$ cat src/rtl/sha256_msg_padder.sv
// SHA-256 message padder: packs a byte stream into 512-bit blocks and appends
// the 0x80 marker, zero fill and 64-bit big-endian bit length.
module sha256_msg_padder #(
   parameter int LEN_W = 64
) (
   input  logic         clk,
   input  logic         rst,
   input  logic [7:0]   in_data,
   input  logic         in_valid,
   input  logic         in_last,
   output logic         in_ready,
   output logic [511:0] blk_data,
   output logic         blk_valid,
   output logic         blk_first,
   output logic         blk_last,
   input  logic         blk_ready
);

   typedef enum logic [1:0] {FILL, EMIT, TAIL} state_t;

   localparam logic [511:0] MARKER = {8'h80, 504'b0};

   state_t             state, state_n;
   logic [511:0]       blk_buf, buf_n;
   logic [5:0]         pos, pos_n;
   logic [60:0]        cnt, cnt_n;
   logic               first, first_n;
   logic               is_final, final_n;
   logic               need80, need80_n;
   logic               tail, tail_n;
   logic [LEN_W-1:0]   len_q, len_n;

   logic [6:0]         p;
   logic [60:0]        cnt_inc;
   logic [LEN_W-1:0]   len_calc;

   assign p        = {1'b0, pos} + 7'd1;
   assign cnt_inc  = cnt + 61'd1;
   assign len_calc = LEN_W'({cnt_inc, 3'b000});

   always_ff @(posedge clk or posedge rst) begin
      if (rst) begin
         state    <= FILL;
         blk_buf  <= '0;
         pos      <= '0;
         cnt      <= '0;
         first    <= 1'b1;
         is_final <= 1'b0;
         need80   <= 1'b0;
         tail     <= 1'b0;
         len_q    <= '0;
      end else begin
         state    <= state_n;
         blk_buf  <= buf_n;
         pos      <= pos_n;
         cnt      <= cnt_n;
         first    <= first_n;
         is_final <= final_n;
         need80   <= need80_n;
         tail     <= tail_n;
         len_q    <= len_n;
      end
   end

   // Bytes land by OR-ing a shifted copy into the buffer; the buffer is always
   // cleared on block hand-off, so unwritten byte slots are guaranteed zero.
   always_comb begin
      state_n   = state;
      buf_n     = blk_buf;
      pos_n     = pos;
      cnt_n     = cnt;
      first_n   = first;
      final_n   = is_final;
      need80_n  = need80;
      tail_n    = tail;
      len_n     = len_q;
      in_ready  = 1'b0;
      blk_valid = 1'b0;
      blk_data  = '0;
      blk_first = first;
      blk_last  = 1'b0;

      case (state)
         FILL: begin
            in_ready = 1'b1;
            if (in_valid) begin
               buf_n = blk_buf | ({in_data, 504'b0} >> {pos, 3'b000});
               pos_n = pos + 6'd1;
               cnt_n = cnt_inc;
               if (in_last) begin
                  len_n   = len_calc;
                  state_n = EMIT;
                  if (p <= 7'd55) begin
                     buf_n = buf_n | (MARKER >> {p[5:0], 3'b000});
                     buf_n[LEN_W-1:0] = len_calc;
                     final_n = 1'b1;
                     tail_n  = 1'b0;
                  end else if (p <= 7'd63) begin
                     buf_n    = buf_n | (MARKER >> {p[5:0], 3'b000});
                     final_n  = 1'b0;
                     tail_n   = 1'b1;
                     need80_n = 1'b0;
                  end else begin
                     final_n  = 1'b0;
                     tail_n   = 1'b1;
                     need80_n = 1'b1;
                  end
               end else if (pos == 6'd63) begin
                  state_n = EMIT;
                  final_n = 1'b0;
                  tail_n  = 1'b0;
               end
            end
         end

         EMIT: begin
            blk_valid = 1'b1;
            blk_data  = blk_buf;
            blk_last  = is_final;
            if (blk_ready) begin
               buf_n   = '0;
               pos_n   = '0;
               first_n = 1'b0;
               if (tail) begin
                  state_n = TAIL;
               end else if (is_final) begin
                  cnt_n   = '0;
                  first_n = 1'b1;
                  state_n = FILL;
               end else begin
                  state_n = FILL;
               end
            end
         end

         // Extra block holding only the length (and the marker if it spilled over)
         TAIL: begin
            buf_n            = need80 ? MARKER : '0;
            buf_n[LEN_W-1:0] = len_q;
            final_n          = 1'b1;
            tail_n           = 1'b0;
            state_n          = EMIT;
         end

         default: state_n = FILL;
      endcase
   end

endmodule

$ cat config.mk
export PLATFORM = sky130hd
export DESIGN_NAME = sha256_msg_padder
export DESIGN_NICKNAME = d
export VERILOG_FILES = /design/src/rtl/sha256_msg_padder.sv
export SDC_FILE = /design/constraint.sdc
export NUM_CORES = 2
export LEC_CHECK = 0
export BUFFER_PORTS_ARGS = -buffer_cell sky130_fd_sc_hd__buf_2
export CAP_MARGIN = 20
export CORE_MARGIN = 10
export CORE_UTILIZATION = 59
export CTS_BUF_LIST = sky130_fd_sc_hd__clkbuf_8
export CTS_CLUSTER_DIAMETER = 40
export DETAILED_ROUTE_END_ITERATION = 8
export PLACE_DENSITY = 0.82
export SYNTH_ARGS = -nofsm -noshare
export SYNTH_HDL_FRONTEND = slang
export SYNTH_SLANG_ARGS = --single-unit
$ cat constraint.sdc
create_clock -name clk -period 25.6 [get_ports clk]
set_input_delay 0 -clock clk [delete_from_list [all_inputs] [get_ports clk]]
set_output_delay 0 -clock clk [all_outputs]
set_load 0.005 [all_outputs]
Yosys cells after proc, flatten, opt, wreduce, memory -nomap -nowiden. Cells that the tools add are included.

Memories: 0. Output and inout bits: 516. Bits in writable memories: 0. Register bits: 646. Bits in latches: 0. Memory bits (read-only): 0.

Add/subtract/negate cells: 3. Div/mod/pow operators: 0. Equality and inequality tests: 8. Shift-type cells: 2. Reduce and logical (&&, ||, !) cells: 12. $mul: 0. $lt $le $gt $ge: 2. Bitwise gates (word level): 3. Muxes and demuxes: 37.

Operators with widths (number): 512-bit two-way mux (7); 512-bit case mux with 3 select lines (1); 512-bit OR (2); 512-bit by 9-bit right shift with 512-bit output (1); 512-bit by 9-bit right shift with 512-bit output (first input constant) (1); 61-bit two-way mux (4); 61-bit case mux with 2 select lines (1); 61-bit by 1-bit adder with 61-bit output (second input constant) (1); 3-bit AND reduction (5); 7-bit by 6-bit <= comparator with 1-bit output (second input constant) (2); 1-bit two-way mux (13); 6-bit two-way mux (2); 6-bit case mux with 2 select lines (1); 2-bit two-way mux (5); 2-bit != test (second input constant) (4); 6-bit by 1-bit adder with 7-bit output (second input constant) (1); 6-bit by 1-bit adder with 6-bit output (second input constant) (1); 6-bit equality test (second input constant) (1); 2-bit case mux with 3 select lines (1); 5-bit AND reduction (1); 1-bit case mux with 2 select lines (2); 4-bit AND reduction (1); 2-bit nonzero test (2); 3-bit != test (second input constant) (1); other kinds (6) (6).

Logic depth before layout (Yosys ltp).
Depth after elaboration: 8. Mapped depth: 11.

Worst setup path before layout. No wires, ideal clock.

Path kind: register -> register. From: register pos[1]. To: register blk_buf[22]. Setup time: 0.082 ns. Slack: 23.046 ns. Data required time: 25.518 ns. Stages on the path, launching flop included: 11. Buffers on the path: 3. Arrival: 2.471 ns. Clock period less this slack: 2.554 ns. Path through: dfrtp_1 ha_1 buf_2 xor2_2 nand3_1 o2111ai_1 and3_1 buf_2 buf_2 mux2_2 o22ai_1.

Longest elaborated chain between the ends: 8. Elaborated cells on any way between the ends: 12. Classes of those cells: 1 x add/sub; 2 x order compare; 2 x shift; 5 x mux; 2 x bitwise.

RTL lines: start: declaration (line 25) `logic [5:0] pos, pos_n;`; start signal: assignment (line 55) `pos <= pos_n;`; 6-bit by 1-bit adder with 7-bit output / 512-bit by 9-bit right shift with 512-bit output (equally long branches) (line 37, 87); 512-bit by 9-bit right shift with 512-bit output / 512-bit OR (equally long branches) (line 99, 87); 512-bit OR (line 99) `buf_n = buf_n | (MARKER >> {p[5:0], 3'b000});`; 512-bit two-way mux (line 98) `end else if (p <= 7'd63) begin`; 512-bit two-way mux (line 93) `if (p <= 7'd55) begin`; 512-bit two-way mux (*) (line 90) `if (in_last) begin`; 512-bit two-way mux (*) (line 86) `if (in_valid) begin`; 512-bit case mux with 3 select lines (*) (line 83) `case (state)`; end signal: assignment (line 54) `blk_buf <= buf_n;`; end: declaration (line 24) `logic [511:0] blk_buf, buf_n;`.

Mark *: on every way between the ends. The rest lies on a longest branch, timed or not. The select of a mux whose other input is x is not followed. A chain may end at the register's enable or synchronous reset.

Worst setup path after layout.
From: register state[1]. To: register blk_buf[223].

Longest elaborated chain between the ends: 3. Elaborated cells on any way between the ends: 8. Classes of those cells: 4 x eq/ne; 1 x mux; 3 x reduce/logical.

RTL lines: start: declaration (line 23) `state_t state, state_n;`; start signal: assignment (line 53) `state <= state_n;`; 2-bit by 1-bit equality test with 1-bit output (tied with other cells) (line 83); 2-bit != test (no line) / 3-bit nonzero test (equally long branches); 3-bit AND reduction (no line).

Parallel ways exist; a longest one is shown, timed or not.

==> metrics.md <==
| Metric | Value |
|---|---|
| Power density of the placed cells | 78.44 mW/mm² |
| Synthesized-area fraction occupied by and/or/nand/nor cells | 24.35% |
| Peak supply drop | 76.42 µV |
| Buf/Inv on CP | 3 |
| Adder-cell area share of the yosys netlist | 0.4444% |
| TritonCTS Buffers | 105 |
| Most frequent cells in the layout | sky130_fd_sc_hd__dfrtp_1, sky130_fd_sc_hd__nor2_1, sky130_fd_sc_hd__buf_2, sky130_fd_sc_hd__a21oi_1, sky130_fd_sc_hd__and2_1 |
| Worst Setup End Kind | register |
| Gp weighted congestion | 0.9850 |
| Clock input transition at the sequential cells of the worst setup and hold paths | 0.07 ns |
| # H-tree levels | 3 |
| Placed standard-cell area | 0.03408 mm² |
| Synth cell types | 69 |
| Share of total power in sequential cells | 39.6% |
| All-layer global routing usage | 34.89% |
| Number of port buffers | 528 |
| Series of cell instances along the critical path | inv_1 > ha_4 > nor2b_1 > a21oi_1 > nand2b_2 > nor2_4 > buf_4 > buf_4 > o32ai_1 |
| Total of flip-flops plus latches after synthesis | 646 |
| Area fraction in compound gates after synthesis | 16.35% |
| Power share of the clock group | 32.0% |
| Main flop type after synthesis | sky130_fd_sc_hd__dfrtp_1 |
| Core region area | 0.05161 mm² |
| Data arrival, critical path | 4.68 ns |
| Fraction of power consumed by combinational cells | 28.3% |
| Height of the chip | 249.1 µm |
| Total detailed-routing wirelength | 113.0 mm |
| Combinational family with the most area after synthesis | simple AND/OR/NAND/NOR gates |
| Post-CTS Setup Repair Bufs | 0 |
| Share of synthesized area occupied by flip-flops and latches | 52.20% |
| Mapped Nets | 3462 |
| Share of total power consumed by net switching | 38.45% |
| Netlist area before placement | 0.03097 mm² |
| Sort of element at the start of the critical path | register |
| Number of violations of the max-capacitance limit | 0 |
| Hold Violations, Final | 0 |
| Initial cell density of the core | 60.01% |
| Detailed-route via count | 28660 |
| Kind of path behind the tightest hold check | in2async |
| Delay contributed by the slowest stage of the critical path | 0.95 ns |
| Die Wd | 249.1 µm |
| Post-synthesis to final-layout area growth | 17.56% |
| Initial antenna violation count | 2 |
| Most common library cell in the layout ignoring fill and taps | sky130_fd_sc_hd__dfrtp_1 |
| Vias in the first global route | 26340 |
| Peak Freq | 0.2420 GHz |
| Max-slew headroom | 13.49% |
| Cell type group with the largest total delay on the critical path | buffers and inverters |
| Routed len/inst | 24.32 µm |
| Synthesized area divided by synthesized cell count | 9.008 µm² |
| Minimum period implied by the final worst setup slack | 4.133 ns |
| DR pass1 iterations | 6 |
| Half-perimeter wire length after detailed placement | 76.55 mm |
| Internal power consumption | 0.001758 W |
| Async S/R FF share, synth | 100.0% |
| Most used cell along the critical path | sky130_fd_sc_hd__buf_4 |
| Worst-path fanout max | 106 |
| Number of primary I/O pins | 529 |
| Final setup fails | 0 |
| Outcome | finished, final reports clean |
| Critical Path RT | 26.14 ns |
| P_sw | 0.001098 W |
| Worst path slowest cell | sky130_fd_sc_hd__buf_4 |
| Global-route wire length before repair | 169.1 mm |
| RSZ-0062 raised after global routing | false |
| Remaining global-route overflow | 0 |
| Filler instances | 3934 |
| Total design power | 0.002856 W |
| Post-route standard cell area excluding fillers | 0.03641 mm² |
| Parity-gate share of the synthesized area counting xor and xnor cells | 1.580% |
| Mapped Cells | 3438 |
| Fraction of synthesized cell area taken by the top area cell type | 52.11% |
| Static leakage | 18.79 nW |
| Number of warnings reported in the yosys synthesis log | 0 |
| Worst-skew pair later-pin latency | 0.72 ns |
| Layout cell share with drive strength beyond 1 | 20.23% |
| Pin count of the biggest net entering global routing | 293 |
| Cell accounting for the most synthesized area | sky130_fd_sc_hd__dfrtp_1 |
| DRC violation count after routing | 0 |
| Via/cell ratio | 6.170 |
| 1st-iter DRT viols | 3632 |
| Number of flops mapped to enable cells by yosys | 0 |
| Fraction of the cycle the final worst path needs | 16.14% |
| Critical path class | reg2reg |
| Fin nets | 3910 |
| Maximum buffer depth of the clock tree | 3 |
| Worst Tran Pin Value | 1.293 ns |
| Fraction of synthesized area in multiplexers | 1.264% |
| Top cells by area in the synthesized netlist | sky130_fd_sc_hd__dfrtp_1, sky130_fd_sc_hd__and2_1, sky130_fd_sc_hd__a21oi_1, sky130_fd_sc_hd__nor2_1, sky130_fd_sc_hd__clkbuf_1 |
| Total negative slack | 0 ns |
| Clock sink count | 646 |
| Total Die Area | 0.06206 mm² |
| Root buffer cell | sky130_fd_sc_hd__clkbuf_8 |
| Setup Skew | 0.03498 ns |
| Ant. Diodes | 0 |
| Number of rows created at floorplan | 83 |
| Final count of pins violating max slew | 0 |
| Remaining number of nets flagged by the antenna check after routing | 0 |
| Clock tree from TritonCTS | done |
[cell type report]
| cell class | count | area [µm²] | share of cell area (%) |
|---|---|---|---|
| multi-input cells | 2488 | 13710 | 37.66 |
| flip-flops and latches | 646 | 16170 | 44.40 |
| clock inverters | 58 | 379.1 | 1.041 |
| well taps | 680 | 850.8 | 2.337 |
| clock buffers | 128 | 1762 | 4.838 |
| inverters | 30 | 120.1 | 0.3299 |
| repair buffers | 615 | 3420 | 9.392 |
[worst paths after layout]
kind	slack [ns]	to	from	cells past startpoint
min in group clk	0.14	blk_first$_DFFE_PP1P_	blk_ready	4
hold / removal	0.12	blk_buf[186]$_DFFE_PP0P_	rst	3
setup / recovery	21.47	blk_buf[223]$_DFFE_PP0P_	state[1]$_DFFE_PP0P_	9
hold reg to reg	0.47	len_q[49]$_DFFE_PP0P_	len_q[49]$_DFFE_PP0P_	1
max in group asynchronous	22.36	blk_buf[325]$_DFFE_PP0P_	rst	6
setup reg to reg	21.47	blk_buf[223]$_DFFE_PP0P_	state[1]$_DFFE_PP0P_	9
[timing repair]
action | 4_1_cts | 5_1_grt
hold endpoints to repair | 280 | 0
hold buffers | 13 | 0
endpoints found under the setup margin | 0 | 0
gates resized for setup | 0 | 0
[cell families (layout without fill, tap and decap cells)]
logic type	Yosys count	after routing
XOR/XNOR	55	55
flip-flops	646	646
AND/OR/NAND/NOR	1505	1505
adder cells (fa/ha/maj)	11	11
buffers and inverters	304	831
AO/OA/AOI/OAI	880	880
multiplexers	37	37
[flip-flops by register name (all words and copies together), names as in the netlist]
signal and cells:
need80 1, blk_first 1, tail 1, pos 6, state 2, cnt 61, is_final 1, blk_buf 512
len_q 61
[tightest hold or removal path: stages]
cell and delay (ns):
sky130_fd_sc_hd__dlygate4sd3_1 0.56, sky130_fd_sc_hd__buf_2 0.17, sky130_fd_sc_hd__inv_8 0.67
[power by group through the flow]
stage	clock network [W]	registers [W]	logic, W
after CTS	0.000916	0.00113	0.000782
final	0.000914	0.00113	0.000809
after floorplan	0	0.00113	0.000519
after global routing	0.000967	0.00114	0.000865
after detailed placement	0	0.00115	0.000776
after global placement	0	0.00115	0.000764
[through the flow]
stage               setup WS (ns)  util (%)  hold WS [ns]  cells
finish                      21.47     70.54        0.1221   4645
floorplan                   7.503         -        0.1335   3438
global route                21.19     70.54        0.1547   4645
CTS                         21.43     70.43       0.08129   4641
detailed placement          21.58     66.03        0.2845   4442
global placement            21.64     65.87        0.2742   4436
[layer usage]
layer / wire (µm) / part of all wire [%] / vias up / GRT usage (%)
met5: 0 / 0 / - / 0
met4: 5144 / 4.6 / 0 / 16.16
met3: 13390 / 12 / 266 / 8.749
met2: 50960 / 45 / 1824 / 52.28
met1: 43480 / 38 / 13950 / 47.14
li1: - / - / 12620 / -
[cells in the mapped netlist (3+ instances only)]
master,instances
sky130_fd_sc_hd__nand2_1,181
sky130_fd_sc_hd__or2_2,3
sky130_fd_sc_hd__mux2_2,17
sky130_fd_sc_hd__a221o_1,23
sky130_fd_sc_hd__nand2b_1,17
sky130_fd_sc_hd__inv_1,30
sky130_fd_sc_hd__a21o_1,8
sky130_fd_sc_hd__a31oi_1,12
sky130_fd_sc_hd__and2_0,5
sky130_fd_sc_hd__buf_1,15
sky130_fd_sc_hd__a32oi_1,5
sky130_fd_sc_hd__clkbuf_1,240
sky130_fd_sc_hd__a211oi_1,11
sky130_fd_sc_hd__o21ai_1,3
sky130_fd_sc_hd__nor2_1,574
sky130_fd_sc_hd__o41ai_1,6
sky130_fd_sc_hd__and3_1,56
sky130_fd_sc_hd__a21oi_1,526
sky130_fd_sc_hd__a22o_1,4
sky130_fd_sc_hd__a311o_1,3
sky130_fd_sc_hd__o22ai_1,19
sky130_fd_sc_hd__nor4_1,8
sky130_fd_sc_hd__mux2i_1,20
sky130_fd_sc_hd__o32ai_1,14
sky130_fd_sc_hd__xnor2_1,38
sky130_fd_sc_hd__buf_2,14
sky130_fd_sc_hd__nand3_1,42
sky130_fd_sc_hd__nor2b_1,5
sky130_fd_sc_hd__dfrtp_1,645
sky130_fd_sc_hd__o31a_1,3
sky130_fd_sc_hd__a2111oi_0,4
sky130_fd_sc_hd__nand4_1,22
sky130_fd_sc_hd__o21ai_0,149
sky130_fd_sc_hd__a221oi_1,34
sky130_fd_sc_hd__xor2_1,16
sky130_fd_sc_hd__and2_1,521
sky130_fd_sc_hd__o31ai_1,23
sky130_fd_sc_hd__nor3_1,30
sky130_fd_sc_hd__buf_4,4
sky130_fd_sc_hd__or3_1,10
sky130_fd_sc_hd__nand3b_1,4
sky130_fd_sc_hd__a21boi_0,6
sky130_fd_sc_hd__ha_1,11
sky130_fd_sc_hd__and4_1,15
sky130_fd_sc_hd__o221ai_1,11
No activity file was read; power rests on OpenSTA's default activity.
